<file path="src/rtl/proc_pkg.sv">
// rtl/proc_pkg.sv - shared state encoding, opcode constants and width defaults
package proc_pkg;

    typedef enum logic {
        IDLE   = 1'b0,
        ACCESS = 1'b1
    } state_e;

    localparam int DATA_W_DEF = 16;
    localparam int ADDR_W_DEF = 16;

    localparam logic [3:0] OP_ADD = 4'b0000;
    localparam logic [3:0] OP_SUB = 4'b0001;
    localparam logic [3:0] OP_AND = 4'b0010;
    localparam logic [3:0] OP_OR  = 4'b0011;
    localparam logic [3:0] OP_XOR = 4'b0100;
    localparam logic [3:0] OP_SLL = 4'b0101;
    localparam logic [3:0] OP_SRL = 4'b0110;
    localparam logic [3:0] OP_LW  = 4'b1000;
    localparam logic [3:0] OP_SW  = 4'b1001;

endpackage

</file>
<file path="src/rtl/dmem_watchdog.sv">
// rtl/dmem_watchdog.sv - counts cycles a memory request waits for ack; flags expiry
module dmem_watchdog #(
    parameter int LIMIT = 255
) (
    input  logic clk,
    input  logic rst,
    input  logic clr,
    input  logic en,
    output logic expired
);
    localparam int CNT_W = $clog2(LIMIT + 1);

    logic [CNT_W-1:0] cnt_q;
    logic [CNT_W-1:0] cnt_d;

    always_comb begin
        cnt_d = cnt_q;
        if (clr) begin
            cnt_d = '0;
        end else if (en) begin
            cnt_d = cnt_q + 1'b1;
        end
    end

    always_ff @(posedge clk) begin
        if (rst) begin
            cnt_q <= '0;
        end else begin
            cnt_q <= cnt_d;
        end
    end

    // Expiry fires on the LIMIT-th waiting cycle so the request stays up exactly LIMIT cycles.
    assign expired = en && (cnt_q == CNT_W'(LIMIT - 1));

endmodule

</file>
<file path="src/rtl/memory_access.sv">
// rtl/memory_access.sv - LW/SW memory stage with req/ack data port; DMEM_TIMEOUT_EN adds a request watchdog
module memory_access
    import proc_pkg::*;
#(
    parameter int ADDR_W         = ADDR_W_DEF,
    parameter int DATA_W         = DATA_W_DEF,
    parameter int TIMEOUT_CYCLES = 255
) (
    input  logic              clk,
    input  logic              rst,
    input  logic              in_valid,
    output logic              in_ready,
    input  logic [ADDR_W-1:0] alu_result,
    input  logic [DATA_W-1:0] write_data,
    input  logic              mem_read,
    input  logic              mem_write,
    input  logic              mem_to_reg,
    input  logic              reg_write,
    input  logic [3:0]        rd,
    output logic              dmem_req,
    output logic              dmem_we,
    output logic [ADDR_W-1:0] dmem_addr,
    output logic [DATA_W-1:0] dmem_wdata,
    input  logic [DATA_W-1:0] dmem_rdata,
    input  logic              dmem_ack,
    output logic              wb_valid,
    output logic [DATA_W-1:0] wb_data,
    output logic              wb_reg_write,
    output logic [3:0]        wb_rd,
    output logic              err
);

    state_e            state_q, state_d;
    logic [ADDR_W-1:0] addr_q, addr_d;
    logic [DATA_W-1:0] wdata_q, wdata_d;
    logic              we_q, we_d;
    logic              mem_to_reg_q, mem_to_reg_d;
    logic              reg_write_q, reg_write_d;
    logic [3:0]        rd_q, rd_d;
    logic              req_q, req_d;
    logic              wb_valid_q, wb_valid_d;
    logic [DATA_W-1:0] wb_data_q, wb_data_d;
    logic              wb_reg_write_q, wb_reg_write_d;
    logic [3:0]        wb_rd_q, wb_rd_d;
    logic              err_q, err_d;

    logic accept;
    logic is_mem;
    logic timeout_hit;

    assign in_ready = (state_q == IDLE);
    assign accept   = in_valid && in_ready;
    assign is_mem   = mem_read || mem_write;

`ifdef DMEM_TIMEOUT_EN
    logic wd_clr;
    logic wd_en;

    // Counter sits cleared while idle, so it starts from zero on every entry to ACCESS.
    assign wd_clr = (state_q != ACCESS);
    assign wd_en  = (state_q == ACCESS) && !dmem_ack;

    dmem_watchdog #(
        .LIMIT (TIMEOUT_CYCLES)
    ) u_watchdog (
        .clk     (clk),
        .rst     (rst),
        .clr     (wd_clr),
        .en      (wd_en),
        .expired (timeout_hit)
    );
`else
    logic unused_timeout_cfg;

    assign unused_timeout_cfg = TIMEOUT_CYCLES[0];
    assign timeout_hit        = 1'b0;
`endif

    always_comb begin
        state_d        = state_q;
        addr_d         = addr_q;
        wdata_d        = wdata_q;
        we_d           = we_q;
        mem_to_reg_d   = mem_to_reg_q;
        reg_write_d    = reg_write_q;
        rd_d           = rd_q;
        req_d          = req_q;
        wb_valid_d     = 1'b0;
        wb_data_d      = wb_data_q;
        wb_reg_write_d = wb_reg_write_q;
        wb_rd_d        = wb_rd_q;
        err_d          = 1'b0;

        unique case (state_q)
            IDLE: begin
                if (accept) begin
                    if (!is_mem) begin
                        wb_valid_d     = 1'b1;
                        wb_data_d      = DATA_W'(alu_result);
                        wb_reg_write_d = reg_write;
                        wb_rd_d        = rd;
                    end else if (alu_result[0]) begin
                        wb_valid_d     = 1'b1;
                        wb_data_d      = DATA_W'(alu_result);
                        wb_reg_write_d = 1'b0;
                        wb_rd_d        = rd;
                        err_d          = 1'b1;
                    end else begin
                        addr_d       = alu_result;
                        wdata_d      = write_data;
                        we_d         = mem_write;
                        mem_to_reg_d = mem_to_reg;
                        reg_write_d  = reg_write;
                        rd_d         = rd;
                        req_d        = 1'b1;
                        state_d      = ACCESS;
                    end
                end
            end
            ACCESS: begin
                // Ack is checked before timeout so a coincident ack completes normally.
                if (req_q && dmem_ack) begin
                    req_d          = 1'b0;
                    wb_valid_d     = 1'b1;
                    wb_data_d      = mem_to_reg_q ? dmem_rdata : DATA_W'(addr_q);
                    wb_reg_write_d = reg_write_q && !we_q;
                    wb_rd_d        = rd_q;
                    state_d        = IDLE;
                end else if (timeout_hit) begin
                    req_d          = 1'b0;
                    wb_valid_d     = 1'b1;
                    wb_data_d      = DATA_W'(addr_q);
                    wb_reg_write_d = 1'b0;
                    wb_rd_d        = rd_q;
                    err_d          = 1'b1;
                    state_d        = IDLE;
                end
            end
            default: begin
                state_d = IDLE;
                req_d   = 1'b0;
            end
        endcase
    end

    always_ff @(posedge clk) begin
        if (rst) begin
            state_q        <= IDLE;
            addr_q         <= '0;
            wdata_q        <= '0;
            we_q           <= 1'b0;
            mem_to_reg_q   <= 1'b0;
            reg_write_q    <= 1'b0;
            rd_q           <= '0;
            req_q          <= 1'b0;
            wb_valid_q     <= 1'b0;
            wb_data_q      <= '0;
            wb_reg_write_q <= 1'b0;
            wb_rd_q        <= '0;
            err_q          <= 1'b0;
        end else begin
            state_q        <= state_d;
            addr_q         <= addr_d;
            wdata_q        <= wdata_d;
            we_q           <= we_d;
            mem_to_reg_q   <= mem_to_reg_d;
            reg_write_q    <= reg_write_d;
            rd_q           <= rd_d;
            req_q          <= req_d;
            wb_valid_q     <= wb_valid_d;
            wb_data_q      <= wb_data_d;
            wb_reg_write_q <= wb_reg_write_d;
            wb_rd_q        <= wb_rd_d;
            err_q          <= err_d;
        end
    end

    assign dmem_req     = req_q;
    assign dmem_we      = we_q;
    assign dmem_addr    = addr_q;
    assign dmem_wdata   = wdata_q;
    assign wb_valid     = wb_valid_q;
    assign wb_data      = wb_data_q;
    assign wb_reg_write = wb_reg_write_q;
    assign wb_rd        = wb_rd_q;
    assign err          = err_q;

endmodule

</file>
<file path="config.mk">
export PLATFORM = sky130hd
export DESIGN_NAME = memory_access
export DESIGN_NICKNAME = d
export VERILOG_FILES = /design/src/rtl/proc_pkg.sv /design/src/rtl/dmem_watchdog.sv /design/src/rtl/memory_access.sv
export SDC_FILE = /design/constraint.sdc
export NUM_CORES = 1
export LEC_CHECK = 0
export BUFFER_PORTS_ARGS = -buffer_cell sky130_fd_sc_hd__buf_4
export CORE_UTILIZATION = 40
export CTS_CLUSTER_SIZE = 12
export DETAILED_ROUTE_END_ITERATION = 10
export PLACE_DENSITY = 0.67
export SETUP_SLACK_MARGIN = 0.15
export SLEW_MARGIN = 20
export SYNTH_ARGS = -nofsm -noshare
export SYNTH_HDL_FRONTEND = slang
export SYNTH_HIERARCHICAL = 1
export SYNTH_SLANG_ARGS = --single-unit
</file>
<file path="constraint.sdc">
create_clock -name clk -period 2.7 [get_ports clk]
set_clock_uncertainty 0.15 [all_clocks]
set_input_delay 0.405 -clock clk [delete_from_list [all_inputs] [get_ports clk]]
set_output_delay 0.405 -clock clk [all_outputs]
set_load 0.01 [all_outputs]
</file>
; Yosys cells after proc, flatten, opt, wreduce, memory -nomap -nowiden
; Index checks and enable logic that the tools add are counted.
; Widths: inputs -> output; s select.
[totals]
inputBits = 60
register_bits = 63
rom_bits = 0
out_inout_bits = 58
latch_bits = 0
ramBits = 0
memories = 0
[op_classes]
div_mod_pow = 0
addsub = 0
eq_ne = 5
n_reduce_logical = 8
bitwise_logic = 2
n_mul = 0
magnitude_cmp = 0
muxes = 34
n_shift = 0
[op_table]
columns = op, count
row1 = $mux 16, 5
row2 = $pmux 16 s2, 1
row3 = $mux 1, 18
row4 = $mux 4, 4
row5 = $pmux 1 s2, 5
row6 = $pmux 4 s2, 1
row7 = $reduce_and 4->1, 2
row8 = $ne 2x1->1 const B, 3
row9 = $logic_and 1x1->1, 3
row10 = $ne 3x3->1 const B, 1
row11 = $reduce_and 3->1, 1
row12 = $ne 2x2->1 const B, 1
row13 = $not 1->1, 2
row14 = $logic_not 1->1, 1
row15 = $logic_or 1x1->1, 1

; Logic depth before layout (Yosys ltp)
[depth]
word_depth = 4
ltp_mapped = 5

; Worst setup path after synthesis
; No wires, ideal clock.
[synth_timing]
kind = input-to-reg
from = in alu_result[0]
to = reg wb_rd_q[0], in the netlist wb_rd[0]
path_buffers = 1
t_required_ns = 2.427
cell_stages = 4
path_slack_ns = 1.144
arrival_time_ns = 1.282
cell_sequence = o21bai_1 -> a2bb2oi_2 -> buf_4 -> mux2_1
[synth_between]
elab_chain_cells = 2
[synth_rtl]
columns = element, line
row1 = "start, declared", memory_access.sv:13  ; input logic [ADDR_W-1:0] alu_result,
row2 = $ne 3x3->1 (no source line), n/a
row3 = $reduce_and 3->1 (no source line), n/a
row4 = "end signal, assigned", memory_access.sv:173  ; wb_rd_q <= wb_rd_d;
row5 = "end, declared", memory_access.sv:44  ; logic [3:0] wb_rd_q, wb_rd_d;
; No other way between the ends.
; A chain may end at the register's enable or synchronous reset.

; Worst setup path after layout
[layout_timing]
from = reg state_q
to = reg addr_q[13], in the netlist dmem_addr[13]
[layout_between]
elab_chain_cells = 3
[layout_rtl]
columns = element, line
row1 = "start, declared", memory_access.sv:33  ; state_e state_q, state_d;
row2 = "start signal, assigned", memory_access.sv:162  ; state_q <= state_d;
row3 = $not 1->1 (no source line) (*), n/a
row4 = $logic_and 1x1->1, memory_access.sv:52  ; assign accept = in_valid && in_ready;
row5 = $reduce_and 4->1 (no source line) (*), n/a
row6 = "end signal, assigned", memory_access.sv:163  ; addr_q <= addr_d;
row7 = "end, declared", memory_access.sv:34  ; logic [ADDR_W-1:0] addr_q, addr_d;
; Mark *: on every way between the ends. The rest lies on a longest branch, timed or not.

==> qor.txt <==
status: completed
Row Count: 31
Switching Share: 27.42%
First-pass DRT Iterations: 4
fmax: 558.6 MHz
Final HPWL DP: 5451 um
Max-slew headroom: 42.20%
pwr dens: 546.7 nW/um^2
PostCTS Resize Cnt: 0
combinational share of power: 18.9%
post-CTS setup buffers: 0
Final ANT Viol Nets: 0
Worst Setup End Kind: flop
TritonCTS Sinks: 63
Critical Path RT: 2.74 ns
Crit-path slowest cell: nand2b_2
fin util: 56.26%
GR Util met1: 27.18%
I/O Buffers: 116
ratio of cells with drive above 1 in the final layout: 33.33%
drt first-iter violations: 102
Critical R2R Launch: state_q
gr ovfl total: 0
Avg WL per Cell: 16.14 um
Core ar.: 7331 sq um
Final period util: 66.31%
commonest non-fill, non-tap cell in the layout: buf_4
global-route wire length before repair: 13250 um
leading cell types in the layout, fill and taps excluded: buf_4 (124), dfxtp_1 (62), a21oi_1 (41)
GP Congestion: 0.7184
Die Y-Extent: 89.49 um
register area share after synthesis: 41.19%
Worst Tran Pin Value: 0.8669 ns
internal power: 1.636 mW
Total GRT Usage: 21.86%
cts hold-fix bufs: 0
GRT Max-Usage Layer: met2
Ports: 118
CP cell instances: nand2b_2 > o31ai_1 > a21oi_1
Layout area overhead: 34.70%
Reg clk slew, reported paths: 0.07 ns
Yosys reg bits: 63
critical path startpoint: state_q
Yosys warning count: 6
Worst setup SP type: flop
GRT met3 Usage: 4.617%
Slew Viols, Final: 0
Max-Cap Viols: 0
type of the tightest min-delay check: input port to flop
Critical Path Fanout Max: 39
Worst VDD drop: 0.0003099 V
H-tree levels: 3
vias in the first global route: 2760
GR Util met2: 36.78%
Final min period: 1.790 ns
Crit Path Category: flop to flop
largest net degree at the start of global routing: 69
DRC viols: 0
vias: 2970
setup TNS: 0 ns
routed wire length: 8620 um
Vias/cell: 5.562
hold path start: write_data[3]
filler instances: 685
final setup violation count: 0
worst skew pair latency: 0.34 ns
switching power: 0.6182 mW
CTS tree: built
Final Hold Fails: 0
Worst EP arrival: 1.83 ns
P_leak: 1.743 nW
antenna cells: 0
sequential share of power: 45.0%
Die Wd: 89.49 um
mapped cell area: 3062 sq um
full die area: 8008 sq um
Max stage delay on crit path: 0.60 ns
post-synthesis cell type count: 30
Synth Area per Inst: 9.085 sq um
Clock power frac: 36.1%
Gate Count Post-Synth: 337
TritonCTS buffer count: 9
Nets: 490
syn_nets: 397
Clock Path Buffers: 2
RSZ-0062 raised after global routing: false
initial antenna violation count: 0
Initial Utilization: 41.76%
Clock Tree Root: clkbuf_8
-- routing by layer --
| layer | vias up | routed length [um] |
|---|---|---|
| met5 | - | 0 |
| met4 | 0 | 57 |
| met3 | 4 | 559 |
| met2 | 93 | 4111 |
| met1 | 1430 | 3892 |
| li1 | 1443 | - |
-- worst max-delay path: cells and delay by family, from the launching register on --
kind	cells	cell delay [ns]
and+or+nand+nor	1	0.60
AOI/OAI and AO/OA	2	0.52
DFF	1	0.37
-- power groups by stage --
stage / sequential [mW] / combinational (mW) / clock [mW]
2_1_floorplan: 1.05 / 0.220 / 0
3_3_place_gp: 1.03 / 0.421 / 0
3_5_place_dp: 1.04 / 0.428 / 0
4_1_cts: 1.01 / 0.429 / 0.830
5_1_grt: 1.02 / 0.466 / 0.865
6_report: 1.01 / 0.426 / 0.815
-- area by class of cell --
class	instances	area (sq um)	share of cell area [%]
Clock buffer	13	148.9	3.610
Tap cell	99	123.9	3.004
Timing Repair Buffer	124	930.9	22.57
Inverter	2	7.507	0.1820
Clock inverter	3	42.54	1.032
Sequential cell	63	1262	30.61
Multi-Input combinational cell	230	1608	38.99
-- stage by stage --
step	setup WS [ns]	hold slack [ns]	power [mW]	area (sq um)	std cells
floorplan	1.144	0.2980	1.270	3062	337
global placement	0.7777	0.3034	1.455	3933	518
detailed placement	0.7205	0.3107	1.464	3933	518
CTS	0.9032	0.1611	2.273	4124	534
global route	0.7900	0.1788	2.349	4124	534
finish	0.9097	0.1751	2.255	4124	534
-- synthesized netlist by cell type --
library cell / instances / area share, %
a211o_1: 15 / 4.3
or4b_1: 1 / 0.33
clkbuf_1: 19 / 2.3
buf_4: 7 / 1.7
dfxtp_1: 63 / 41
buf_1: 4 / 0.49
mux2i_1: 35 / 11
nor4_1: 1 / 0.20
nor2_1: 22 / 2.7
a2bb2oi_2: 1 / 0.49
or2_2: 1 / 0.20
nor2b_1: 5 / 1.0
a21oi_1: 41 / 6.7
nand3b_1: 1 / 0.25
o31ai_1: 38 / 9.3
mux2_2: 1 / 0.37
nand3_1: 2 / 0.33
buf_6: 2 / 0.74
o21ai_0: 1 / 0.16
o21bai_1: 1 / 0.25
nand2_1: 3 / 0.37
inv_2: 1 / 0.12
buf_2: 10 / 1.6
nand2b_1: 17 / 3.5
nand4_1: 37 / 7.6
conb_1: 1 / 0.12
a221o_1: 1 / 0.33
mux2_1: 4 / 1.5
inv_1: 1 / 0.12
nor2b_2: 1 / 0.29
-- kinds of logic after synthesis --
family / count (synthesis) / synth area share [%]
AOI/OAI and AO/OA: 98 / 21.54
buffers and inverters: 44 / 7.151
DFF: 63 / 41.19
muxes: 40 / 13.28
other: 1 / 0.1225
and+or+nand+nor: 91 / 16.71
-- state kept, by name (all words and copies together), names as in the netlist --
| name | cells |
|---|---|
| dmem_addr | 15 |
| dmem_req | 1 |
| dmem_wdata | 16 |
| dmem_we | 1 |
| err | 1 |
| mem_to_reg_q | 1 |
| rd_q | 4 |
| reg_write_q | 1 |
| state_q | 1 |
| wb_data | 16 |
| wb_rd | 4 |
| wb_reg_write | 1 |
| wb_valid | 1 |
-- final timing paths --
path | endpoint | slack [ns] | cells after the start
max | dmem_addr[13] | 0.91 | 3
min | dmem_wdata[3] | 0.18 | 3
max reg2reg | dmem_addr[13] | 0.91 | 3
min reg2reg | mem_to_reg_q | 0.32 | 2
Power figures use the tool's default switching activity.
